[src/rtl/circuit5_operand_driver.sv]
// circuit5_operand_driver
//
// Handshaked wrapper stage for the circuit5 datapath. One operand set is
// accepted at a time, registered onto the circuit5 inputs and held there.
// The stage waits LATENCY clock edges, captures circuit5's z result and
// presents it on a valid/ready output port until it is consumed.
//
// Handshake rule (both ports): a transfer happens on a rising clk edge where
// valid and ready are both high. in_ready depends only on the FSM state and
// never on out_ready. out_valid/out_z stay stable until the transfer edge.
//
// Ports:
//   clk, rst                 rising-edge clock, asynchronous active-high reset
//   in_valid / in_ready      operand-side handshake
//   in_a..in_d, in_zero      operand set
//   c5_a..c5_d, c5_zero      registered operands driven into circuit5
//   c5_z                     result coming back from circuit5
//   out_valid / out_ready    result-side handshake
//   out_z                    captured result
//   busy                     high whenever the FSM is not idle
//   txn_count                completed output handshakes (wraps silently)
module circuit5_operand_driver #(
  parameter int DATAWIDTH = 64,
  parameter int LATENCY   = 2,
  parameter int CNTWIDTH  = 16
) (
  input  logic                 clk,
  input  logic                 rst,
  input  logic                 in_valid,
  output logic                 in_ready,
  input  logic [DATAWIDTH-1:0] in_a,
  input  logic [DATAWIDTH-1:0] in_b,
  input  logic [DATAWIDTH-1:0] in_c,
  input  logic [DATAWIDTH-1:0] in_d,
  input  logic [DATAWIDTH-1:0] in_zero,
  output logic [DATAWIDTH-1:0] c5_a,
  output logic [DATAWIDTH-1:0] c5_b,
  output logic [DATAWIDTH-1:0] c5_c,
  output logic [DATAWIDTH-1:0] c5_d,
  output logic [DATAWIDTH-1:0] c5_zero,
  input  logic [DATAWIDTH-1:0] c5_z,
  output logic                 out_valid,
  input  logic                 out_ready,
  output logic [DATAWIDTH-1:0] out_z,
  output logic                 busy,
  output logic [CNTWIDTH-1:0]  txn_count
);

  typedef enum logic [1:0] {
    IDLE = 2'd0,
    WAIT = 2'd1,
    OUT  = 2'd2
  } state_t;

  // LATENCY is limited to 1..255, so an 8-bit wait counter always suffices.
  localparam logic [7:0] LAT_LOAD = 8'(LATENCY);

  state_t                state_q, state_d;
  logic [7:0]            cnt_q, cnt_d;
  logic [DATAWIDTH-1:0]  a_q, a_d, b_q, b_d, c_q, c_d, d_q, d_d, zero_q, zero_d;
  logic [DATAWIDTH-1:0]  out_z_q, out_z_d;
  logic                  out_valid_q, out_valid_d;
  logic [CNTWIDTH-1:0]   txn_count_q, txn_count_d;

  always_ff @(posedge clk or posedge rst) begin
    if (rst) begin
      state_q     <= IDLE;
      cnt_q       <= '0;
      a_q         <= '0;
      b_q         <= '0;
      c_q         <= '0;
      d_q         <= '0;
      zero_q      <= '0;
      out_z_q     <= '0;
      out_valid_q <= 1'b0;
      txn_count_q <= '0;
    end else begin
      state_q     <= state_d;
      cnt_q       <= cnt_d;
      a_q         <= a_d;
      b_q         <= b_d;
      c_q         <= c_d;
      d_q         <= d_d;
      zero_q      <= zero_d;
      out_z_q     <= out_z_d;
      out_valid_q <= out_valid_d;
      txn_count_q <= txn_count_d;
    end
  end

  always_comb begin
    state_d     = state_q;
    cnt_d       = cnt_q;
    a_d         = a_q;
    b_d         = b_q;
    c_d         = c_q;
    d_d         = d_q;
    zero_d      = zero_q;
    out_z_d     = out_z_q;
    out_valid_d = out_valid_q;
    txn_count_d = txn_count_q;

    case (state_q)
      IDLE: begin
        // in_ready is high in IDLE, so in_valid alone completes the transfer.
        if (in_valid) begin
          a_d     = in_a;
          b_d     = in_b;
          c_d     = in_c;
          d_d     = in_d;
          zero_d  = in_zero;
          cnt_d   = LAT_LOAD;
          state_d = WAIT;
        end
      end
      WAIT: begin
        cnt_d = cnt_q - 8'd1;
        // cnt==1 marks the edge exactly LATENCY edges after the accept edge.
        if (cnt_q == 8'd1) begin
          out_z_d     = c5_z;
          out_valid_d = 1'b1;
          state_d     = OUT;
        end
      end
      OUT: begin
        if (out_valid_q && out_ready) begin
          out_valid_d = 1'b0;
          txn_count_d = txn_count_q + CNTWIDTH'(1);
          state_d     = IDLE;
        end
      end
      default: state_d = IDLE;
    endcase
  end

  assign in_ready  = (state_q == IDLE);
  assign busy      = (state_q != IDLE);
  assign c5_a      = a_q;
  assign c5_b      = b_q;
  assign c5_c      = c_q;
  assign c5_d      = d_q;
  assign c5_zero   = zero_q;
  assign out_z     = out_z_q;
  assign out_valid = out_valid_q;
  assign txn_count = txn_count_q;

endmodule

[config.mk]
export PLATFORM = sky130hd
export DESIGN_NAME = circuit5_operand_driver
export DESIGN_NICKNAME = d
export VERILOG_FILES = /design/src/rtl/circuit5_operand_driver.sv
export SDC_FILE = /design/constraint.sdc
export NUM_CORES = 1
export LEC_CHECK = 0
export CAP_MARGIN = 25
export CORE_AREA = 2 2 308 310
export CTS_BUF_LIST = sky130_fd_sc_hd__clkbuf_2
export CTS_CLUSTER_SIZE = 16
export DETAILED_ROUTE_END_ITERATION = 8
export DIE_AREA = 0 0 310 312
export PLACE_DENSITY = 0.48
export SETUP_SLACK_MARGIN = 0.4
export SYNTH_ARGS = -nofsm -noshare
export SYNTH_HDL_FRONTEND = slang
export SYNTH_SLANG_ARGS = --single-unit
[constraint.sdc]
create_clock -name clk -period 21.5 [get_ports clk]
set_input_delay 6.45 -clock clk [delete_from_list [all_inputs] [get_ports clk]]
set_output_delay 6.45 -clock clk [all_outputs]
set_load 0.02 [all_outputs]
==> results.md, run 1 <==
* DIE AREA at 96700 µm²
* Vias per cell at 3.66
* Synthesized area per cell at 9.76 µm²
* Final hold vios at 0
* Number of synthesized flops with an enable pin at 0
* Routability cong. at 0.777
* Final wirelength at 61000 µm
* Fraction of registers with async set/reset at 100%
* Tmin final at 9330 ps
* Share of cells above drive strength 1 at 10.6%
* Mapped Cells at 1603
* Number of buffers and inverters on the critical path at 1
* Top Ports at 791
* CP arrival at 2880 ps
* Slew at the pin closest to its max-slew limit at 973 ps
* H-tree depth at 3
* Core area at 93000 µm²
* Antenna violations before repair at 8
* Seq/Total Area, Yosys at 65.8%
* FF+latch count, synth at 411
* Final Instance Area at 26000 µm²
* CP cell instances: nor2_1 > clkdlybuf4s50_1
* Yosys cell types at 33
* Slew Limit Fails at 0
* Post-Layout Cell Count at 3784
* Die Y at 312 µm
* Worst Hold Class: reg2reg
* Worst setup EP type: output pin
* # clock sinks at 411
* Max VDD drop at 0.0647 mV
* Dpl cell area at 24900 µm²
* Clk_lat worst skew at 1180 ps
* WL/cell at 16.1 µm
* CP Max Fanout at 6
* 1st-iter DRT viols at 631
* TritonCTS buffer count at 119
* Final Net Count at 2839
* Crit path launch type: flop
* DP Wirelength at 43700 µm
* Synth area leaders: dfrtp_1, nand2_1, mux2_4
* Postcts setup bufs at 0
* Port Buffers at 790
* Ys Warns at 0
* CP max-delay cell: clkdlybuf4s50_1
* CTS tree: yes
* Number of placement rows at 112
* Setup Skew at 82.2 ps
* Post-Route Setup TNS at 0 ps
* RSZ-0062 raised after global routing: no
* Status: completed
* Antenna Nets Post-Route at 0
* Kind of critical path: reg2out
* Tcrit/Tclk final at 43.4%
* Yosys top cell by area: dfrtp_1
* Pwr dens at 145 nW/µm²
* Post-CTS sizing at 0
* Crit-path leading delay family: buffers and inverters
* Total global-route track usage at 12.2%
* Clock buffer depth at 3
* Max-Cap Viols at 0
* First-pass GRT wire length at 89700 µm
* Post-Place Cells at 3580
* Slew HR at 35.1%
* First-pass DRT Iterations at 6
* Top_reg_cell synth: dfrtp_1
* Clk slew on worst S/H paths at 100 ps
* Crit path largest cell delay at 730 ps
* CTS Hold Bufs at 0
* Root buf cell: clkbuf_2
* Remaining DRCs at 0
* Leak at 12.4 nW
* Setup-failing EPs final at 0
* Vias in the first global route at 14.2k
* Synth-to-Final Area Change at 66.1%
* Largest net degree at the start of global routing at 138
* Vias at 13.9k
* Die Width at 310 µm
* Syn_nets at 1994
* GRT Residual Overflow at 0
* Initial core utilization at 16.8%
* Area of the mapped netlist at 15600 µm²
* Achievable clock frequency at 107 MHz
* Final Power at 0.00376 W
* Worst Path Required at 15050 ps
* Finished Core Util at 27.9%
* Synth top area share at 65.8%
[Yosys cell counts, types with 2 or more instances]
cell type,count
buf_2,2
buf_6,5
clkbuf_1,72
dfrtp_1,411
ha_1,3
inv_1,6
mux2_2,26
mux2_4,38
mux2i_1,2
nand2_1,978
nand3_1,9
nand4_1,3
nor2_1,5
nor3_1,4
nor4_1,2
o211ai_1,2
o21ai_0,5
o31ai_1,2
xnor2_1,9
xor2_1,6
[worst min-delay path, delay by kind of cell, from the launching register on]
family	cells	cell delay (ps)
flops	1	340
simple gates	2	110
[layout make-up]
type	instances	area, µm²
clock inverter	23	131
fill	10000	67100
multi-input combinational	1106	5010
sequential	411	10300
timing repair buffer	804	8070
inverter	6	30.0
tap	1254	1570
antenna	6	15.0
clock buffer	174	871
[stage by stage]
| stage | worst slack, ps | hold slack, ps |
|---|---|---|
| after floorplan | 3610 | 450 |
| after detailed placement | 11860 | 461 |
| after CTS | 11860 | 480 |
| after global placement | 11900 | 457 |
| after global routing | 11870 | 493 |
| final | 12170 | 475 |
[metal layers]
layer  track usage (%)  part of all wire (%)  wire length, µm  vias to the layer above
met2              20.9                    50            30400                      568
met5                 0                     0                0                        -
met1              13.5                    38            23100                     6500
met3              4.79                   9.4             5760                      115
met4              5.19                   2.8             1690                        0
li1                  -                     -                -                     6677
[cell usage in the layout, fill, tap and decap left out, drive strengths merged, types with 2 or more instances in the layout]
master         netlist  final
buf                  8     14
clkbuf              72    174
clkdlybuf4s50        0    790
clkinv               0     21
dfrtp              411    411
diode                0      6
ha                   3      3
inv                  6      6
mux2                64     64
mux2i                2      2
nand2              978    978
nand3                9      9
nand4                3      3
nor2                 5      5
nor3                 4      4
nor4                 2      2
o211ai               2      2
o21ai                5      5
o31ai                2      2
xnor2                9      9
xor2                 6      6
[power by group]
group / switching, W / internal [W] / leakage [nW] / total, W
Sequential: 0.000193 / 0.00113 / 5.08 / 0.00132
Combinational: 0.000997 / 0.000860 / 6.54 / 0.00186
Clock: 0.000353 / 0.000226 / 0.784 / 0.000579
Total: 0.00154 / 0.00221 / 12.4 / 0.00376
[state kept, by name (all words and copies together) (netlist names)]
register   count
c5_a          64
cnt_q          8
c5_c          64
c5_zero       64
c5_b          64
c5_d          64
out_z         64
state_q        2
txn_count     16
out_valid      1
[path summary, 6_finish.rpt]
check | depth (start not counted) | start | end | slack (ps)
max | 2 | state_q[0] | in_ready | 12170
max reg2reg | 6 | state_q[0] | c5_zero[53] | 17820
min | 2 | c5_zero[34] | c5_zero[34] | 470
max in group asynchronous | 4 | rst | c5_b[21] | 13520
min in group asynchronous | 2 | rst | out_z[29] | 5730
min reg2reg | 2 | c5_zero[34] | c5_zero[34] | 470
[logic make-up (layout without fill, tap and decap cells)]
kind of cell    Yosys count  in the layout  share of synthesized area, %
fa+ha+maj                 3              3                         0.240
simple gates           1011           1011                          24.7
xor+xnor                 15             15                         0.840
other cells               0              6                             0
flops                   411            411                          65.8
buf+inv                  86           1007                          2.32
compound gates           11             11                         0.464
mux                      66             66                          5.65
Power figures use the tool's default switching activity.
==> run 2: changes to the inputs <==
==> constraint.sdc (replaced) <==
create_clock -name clk -period 8.9 [get_ports clk]
set_input_delay 2.67 -clock clk [delete_from_list [all_inputs] [get_ports clk]]
set_output_delay 2.67 -clock clk [all_outputs]
set_load 0.02 [all_outputs]
==> run 2 against run 1 <==
Against the previous run:
- count of clock-buffer cells in the layout unchanged
- register-to-register slack worse by 11000 ps
- total power rose by 140%
- clock skew is 39 ps lower
- cell count about the same
- critical path depth stayed put
- non-clock buffer count fell by 2
- sequential cell count unchanged
- combinational power up 140%
- sequential share of layout area barely moved
- largest power group unchanged
==> results.md, run 2 (synthesis results as in run 1) <==
* CP cell instances: nor2_1 > clkdlybuf4s50_1
* TritonCTS buffer count at 117
* Largest net degree at the start of global routing at 178
* Port Buffers at 790
* DP Wirelength at 42300 µm
* Synth-to-Final Area Change at 66.2%
* Vias at 13.7k
* Met3 WL at 5820 µm
* Postcts setup bufs at 0
* Antenna Nets Post-Route at 0
* CP max-delay cell: clkdlybuf4s50_1
* Post-Route Setup TNS at 0 ps
* Share of cells above drive strength 1 at 10.3%
* Clk_lat worst skew at 1160 ps
* Achievable clock frequency at 183 MHz
* Kind of critical path: reg2out
* Crit path launch type: flop
* 1st-iter DRT viols at 698
* Setup-failing EPs final at 0
* # clock sinks at 411
* Final hold vios at 0
* Final setup margin at 3430 ps
* Pwr dens at 348 nW/µm²
* Max-Cap Viols at 0
* Slew at the pin closest to its max-slew limit at 1220 ps
* CTS tree: yes
* Met2 wire len at 29700 µm
* Worst Hold Class: reg2reg
* Status: completed
* Worst setup EP type: output pin
* GRT Residual Overflow at 0
* Number of buffers and inverters on the critical path at 1
* Top Ports at 791
* Total global-route track usage at 11.8%
* First-pass DRT Iterations at 6
* Vias in the first global route at 14.1k
* CP Max Fanout at 6
* Leak at 12.4 nW
* Tcrit/Tclk final at 61.4%
* Dpl ws at 4090 ps
* Clock buffer depth at 3
* Core area at 93000 µm²
* Die Width at 310 µm
* Max VDD drop at 0.216 mV
* Worst Path Required at 6230 ps
* H-tree depth at 3
* WL/cell at 15.6 µm
* Slew Limit Fails at 0
* Final Net Count at 2835
* Fillers at 10.1k
* Routability cong. at 0.781
* CTS Hold Bufs at 0
* Initial core utilization at 16.8%
* Number of placement rows at 112
* Clk slew on worst S/H paths at 100 ps
* Vias per cell at 3.62
* Most frequent cells in the layout: nand2_1, clkdlybuf4s50_1, dfrtp_1
* Tmin final at 5470 ps
* Crit-path leading delay family: buffers and inverters
* Crit path largest cell delay at 710 ps
* First-pass GRT wire length at 87600 µm
* Remaining DRCs at 0
* Top Metal Used: met4
* Final wirelength at 59200 µm
* Commonest non-fill, non-tap cell in the layout: nand2_1
* DIE AREA at 96700 µm²
* R2r setup slk at 6390 ps
* Die Y at 312 µm
* Root buf cell: clkbuf_2
* Metal-1 WL at 22400 µm
* Antenna violations before repair at 2
* Slew HR at 18.5%
* Post-CTS sizing at 0
* Hold Worst Slack at 473 ps
* RSZ-0062 raised after global routing: no
* Setup Skew at 43.3 ps
* CP arrival at 2800 ps
==> run 2: cell count changes in the layout (fill, tap and decap cells not counted), sizes merged <==
cell      before  now
buf           14   12
clkinv        21   19
clkinvlp       1    3
diode          6    5
==> run 2: layout make-up <==
class | count | area, µm² | share of cell area (%)
Antenna cell | 5 | 12.5 | 0.0481
Clock buffer | 174 | 871 | 3.35
Clock inverter | 23 | 125 | 0.481
Inverter | 6 | 26.3 | 0.101
Multi-Input combinational cell | 1106 | 5010 | 19.3
Sequential cell | 411 | 10300 | 39.6
Tap cell | 1254 | 1570 | 6.04
Timing Repair Buffer | 802 | 8100 | 31.1
==> run 2: per-layer routing <==
layer	track usage (%)	vias to the layer above
met4	3.83	0
met5	0	-
met1	12.9	6400
li1	-	6662
met2	20.5	537
met3	4.95	105
==> run 2: metrics by stage <==
stage               std cells  total power (W)  util, %  instance area [µm²]
finish                   3781          0.00905     27.9                26000
global route             3781          0.00969     27.9                26000
CTS                      3776          0.00925     27.9                26000
detailed placement       3579          0.00777     26.9                25000
global placement         3578          0.00776     26.8                25000
floorplan                1603          0.00537        -                15600
==> run 2: worst register-to-register path, stage by stage, from the launching register on <==
cell and delay [ps]:
dfrtp_1 460, or4_4 530, nor4b_2 380, nand2_4 60, buf_4 330, buf_12 290
mux2_4 320
==> run 2: path summary, 6_finish.rpt <==
path,startpoint,depth (start not counted),to
worst max-delay path,state_q[0],2,in_ready
worst min-delay path,c5_d[6],2,c5_d[6]
worst max register to register,cnt_q[2],6,out_z[1]
worst min register to register,c5_d[6],2,c5_d[6]
max in group asynchronous,rst,4,c5_d[60]
min in group asynchronous,rst,2,c5_a[43]
==> run 2: report_power, final <==
group          leakage, nW  internal (W)  switching (W)  total [W]
clock network        0.772      0.000543       0.000836    0.00138
logic                 6.54       0.00209        0.00239    0.00448
registers             5.08       0.00272       0.000474    0.00320
total                 12.4       0.00535        0.00370    0.00905
==> run 3: changes to the inputs <==
==> constraint.sdc (replaced) <==
create_clock -name clk -period 5.5 [get_ports clk]
set_input_delay 1.65 -clock clk [delete_from_list [all_inputs] [get_ports clk]]
set_output_delay 1.65 -clock clk [all_outputs]
set_load 0.02 [all_outputs]
==> run 3 against run 2 <==
Against the previous run:
- cell area rose by 0.94%
- count of clock-buffer cells in the layout down 5
- highest routed layer unchanged
- cell count increased by 0.93%
- sequential power increased by 62%
- register-to-register slack worse by 3400 ps
- clock power increased by 62%
- global-route usage grew 0.37 points
- setup slack worse by 2400 ps
- critical endpoint unchanged
- sequential cell count stayed put
==> results.md, run 3 (synthesis results as in run 1) <==
* Status: completed
* Multi-input gate area at 5010 µm²
* WL/cell at 16.0 µm
* Pwr dens at 562 nW/µm²
* Clk_lat worst skew at 1230 ps
* Crit path launch: state_q[0]
* Kind of critical path: reg2out
* Worst Path Required at 3850 ps
* Port Buffers at 790
* Post-CTS sizing at 0
* Setup-failing EPs final at 0
* GRT Residual Overflow at 0
* Most frequent cells in the layout: nand2_1, clkdlybuf4s50_1, dfrtp_1
* Antenna Nets Post-Route at 0
* Leak at 12.5 nW
* Tcrit/Tclk final at 80.6%
* Antenna violations before repair at 2
* CTS Hold Bufs at 0
* Final wirelength at 60900 µm
* Tmin final at 4430 ps
* Core area at 93000 µm²
* CP arrival at 2780 ps
* R2r startpoint: cnt_q[4]
* Share of cells above drive strength 1 at 11.2%
* Crit path launch type: flop
* Total global-route track usage at 12.2%
* Initial core utilization at 16.8%
* Vias in the first global route at 14.2k
* Final setup margin at 1070 ps
* H-tree depth at 3
* CP Max Fanout at 6
* Number of placement rows at 112
* Dpl cell area at 25200 µm²
* Slew at the pin closest to its max-slew limit at 868 ps
* Clock buffer depth at 3
* Vias per cell at 3.64
* Remaining DRCs at 0
* FF+latch area at 10300 µm²
* Worst setup EP type: output pin
* Slew Limit Fails at 0
* DIE AREA at 96700 µm²
* Setup Skew at 99.4 ps
* Worst Hold Class: reg2reg
* CTS tree: yes
* Crit path largest cell delay at 700 ps
* Die Width at 310 µm
* Achievable clock frequency at 226 MHz
* Postcts setup bufs at 0
* Synth-to-Final Area Change at 67.8%
* Final hold vios at 0
* Final Net Count at 2857
* First-pass DRT Iterations at 4
* CP max-delay cell: clkdlybuf4s50_1
* Routability cong. at 0.804
* Largest net degree at the start of global routing at 106
* Max VDD drop at 0.305 mV
* # clock sinks at 411
* Vias at 13.9k
* Final Instance Area at 26200 µm²
* Clk slew on worst S/H paths at 90 ps
* 1st-iter DRT viols at 623
* CP cell instances: nor2_1 > clkdlybuf4s50_1
* Max-Cap Viols at 0
* Die Y at 312 µm
* Fillers at 10.0k
* Final Power at 0.0147 W
* Commonest non-fill, non-tap cell in the layout: nand2_1
* Hold Crit Start: c5_zero[3]
* Slew HR at 42.2%
* Dpl ws at 1810 ps
* Root buf cell: clkbuf_2
* RSZ-0062 raised after global routing: no
* DP Wirelength at 44700 µm
* TritonCTS buffer count at 117
* First-pass GRT wire length at 89600 µm
* Top Ports at 791
run 3: final cells by class:
type	count	share of cell area, %
inverter	6	0.100
clock inverter	41	0.706
timing repair buffer	824	31.7
sequential	411	39.2
antenna	5	0.0477
tap	1254	5.98
multi-input combinational	1106	19.1
clock buffer	169	3.22
run 3: per-stage QoR:
stage | utilization, % | hold WS [ps] | std cells | TNS, ps
2_1_floorplan | - | 450 | 1603 | -694440
3_3_place_gp | 27.1 | 457 | 3600 | 0
3_5_place_dp | 27.1 | 461 | 3601 | 0
4_1_cts | 28.2 | 481 | 3811 | 0
5_1_grt | 28.2 | 498 | 3816 | 0
6_report | 28.2 | 475 | 3816 | 0
run 3: report_power, final:
part	total, W	internal, W	switching (W)
Combinational	0.00733	0.00342	0.00391
Sequential	0.00517	0.00441	0.000761
Clock	0.00224	0.000839	0.00140
Total	0.0147	0.00866	0.00607
run 3: path summary, 6_finish.rpt:
| path | end | slack [ps] | cells after the start |
|---|---|---|---|
| worst max-delay path | in_ready | 1070 | 2 |
| worst min-delay path | c5_zero[3] | 480 | 2 |
| worst max register to register | out_z[50] | 2990 | 6 |
| worst min register to register | c5_zero[3] | 480 | 2 |
| max in group asynchronous | txn_count[4] | 3400 | 3 |
| min in group asynchronous | c5_c[46] | 910 | 2 |
run 3: per-layer routing:
| metal | track usage, % | up-vias | wire length (µm) |
|---|---|---|---|
| met4 | 3.72 | 0 | 1350 |
| met2 | 20.9 | 551 | 30200 |
| met1 | 13.6 | 6491 | 23800 |
| li1 | - | 6732 | - |
| met3 | 5.02 | 107 | 5540 |
| met5 | 0 | - | 0 |
run 3: critical path, delay by kind of cell (launching register included):
kind	cells	cell delay [ps]
buf+inv	1	700
flops	1	440
simple gates	1	440
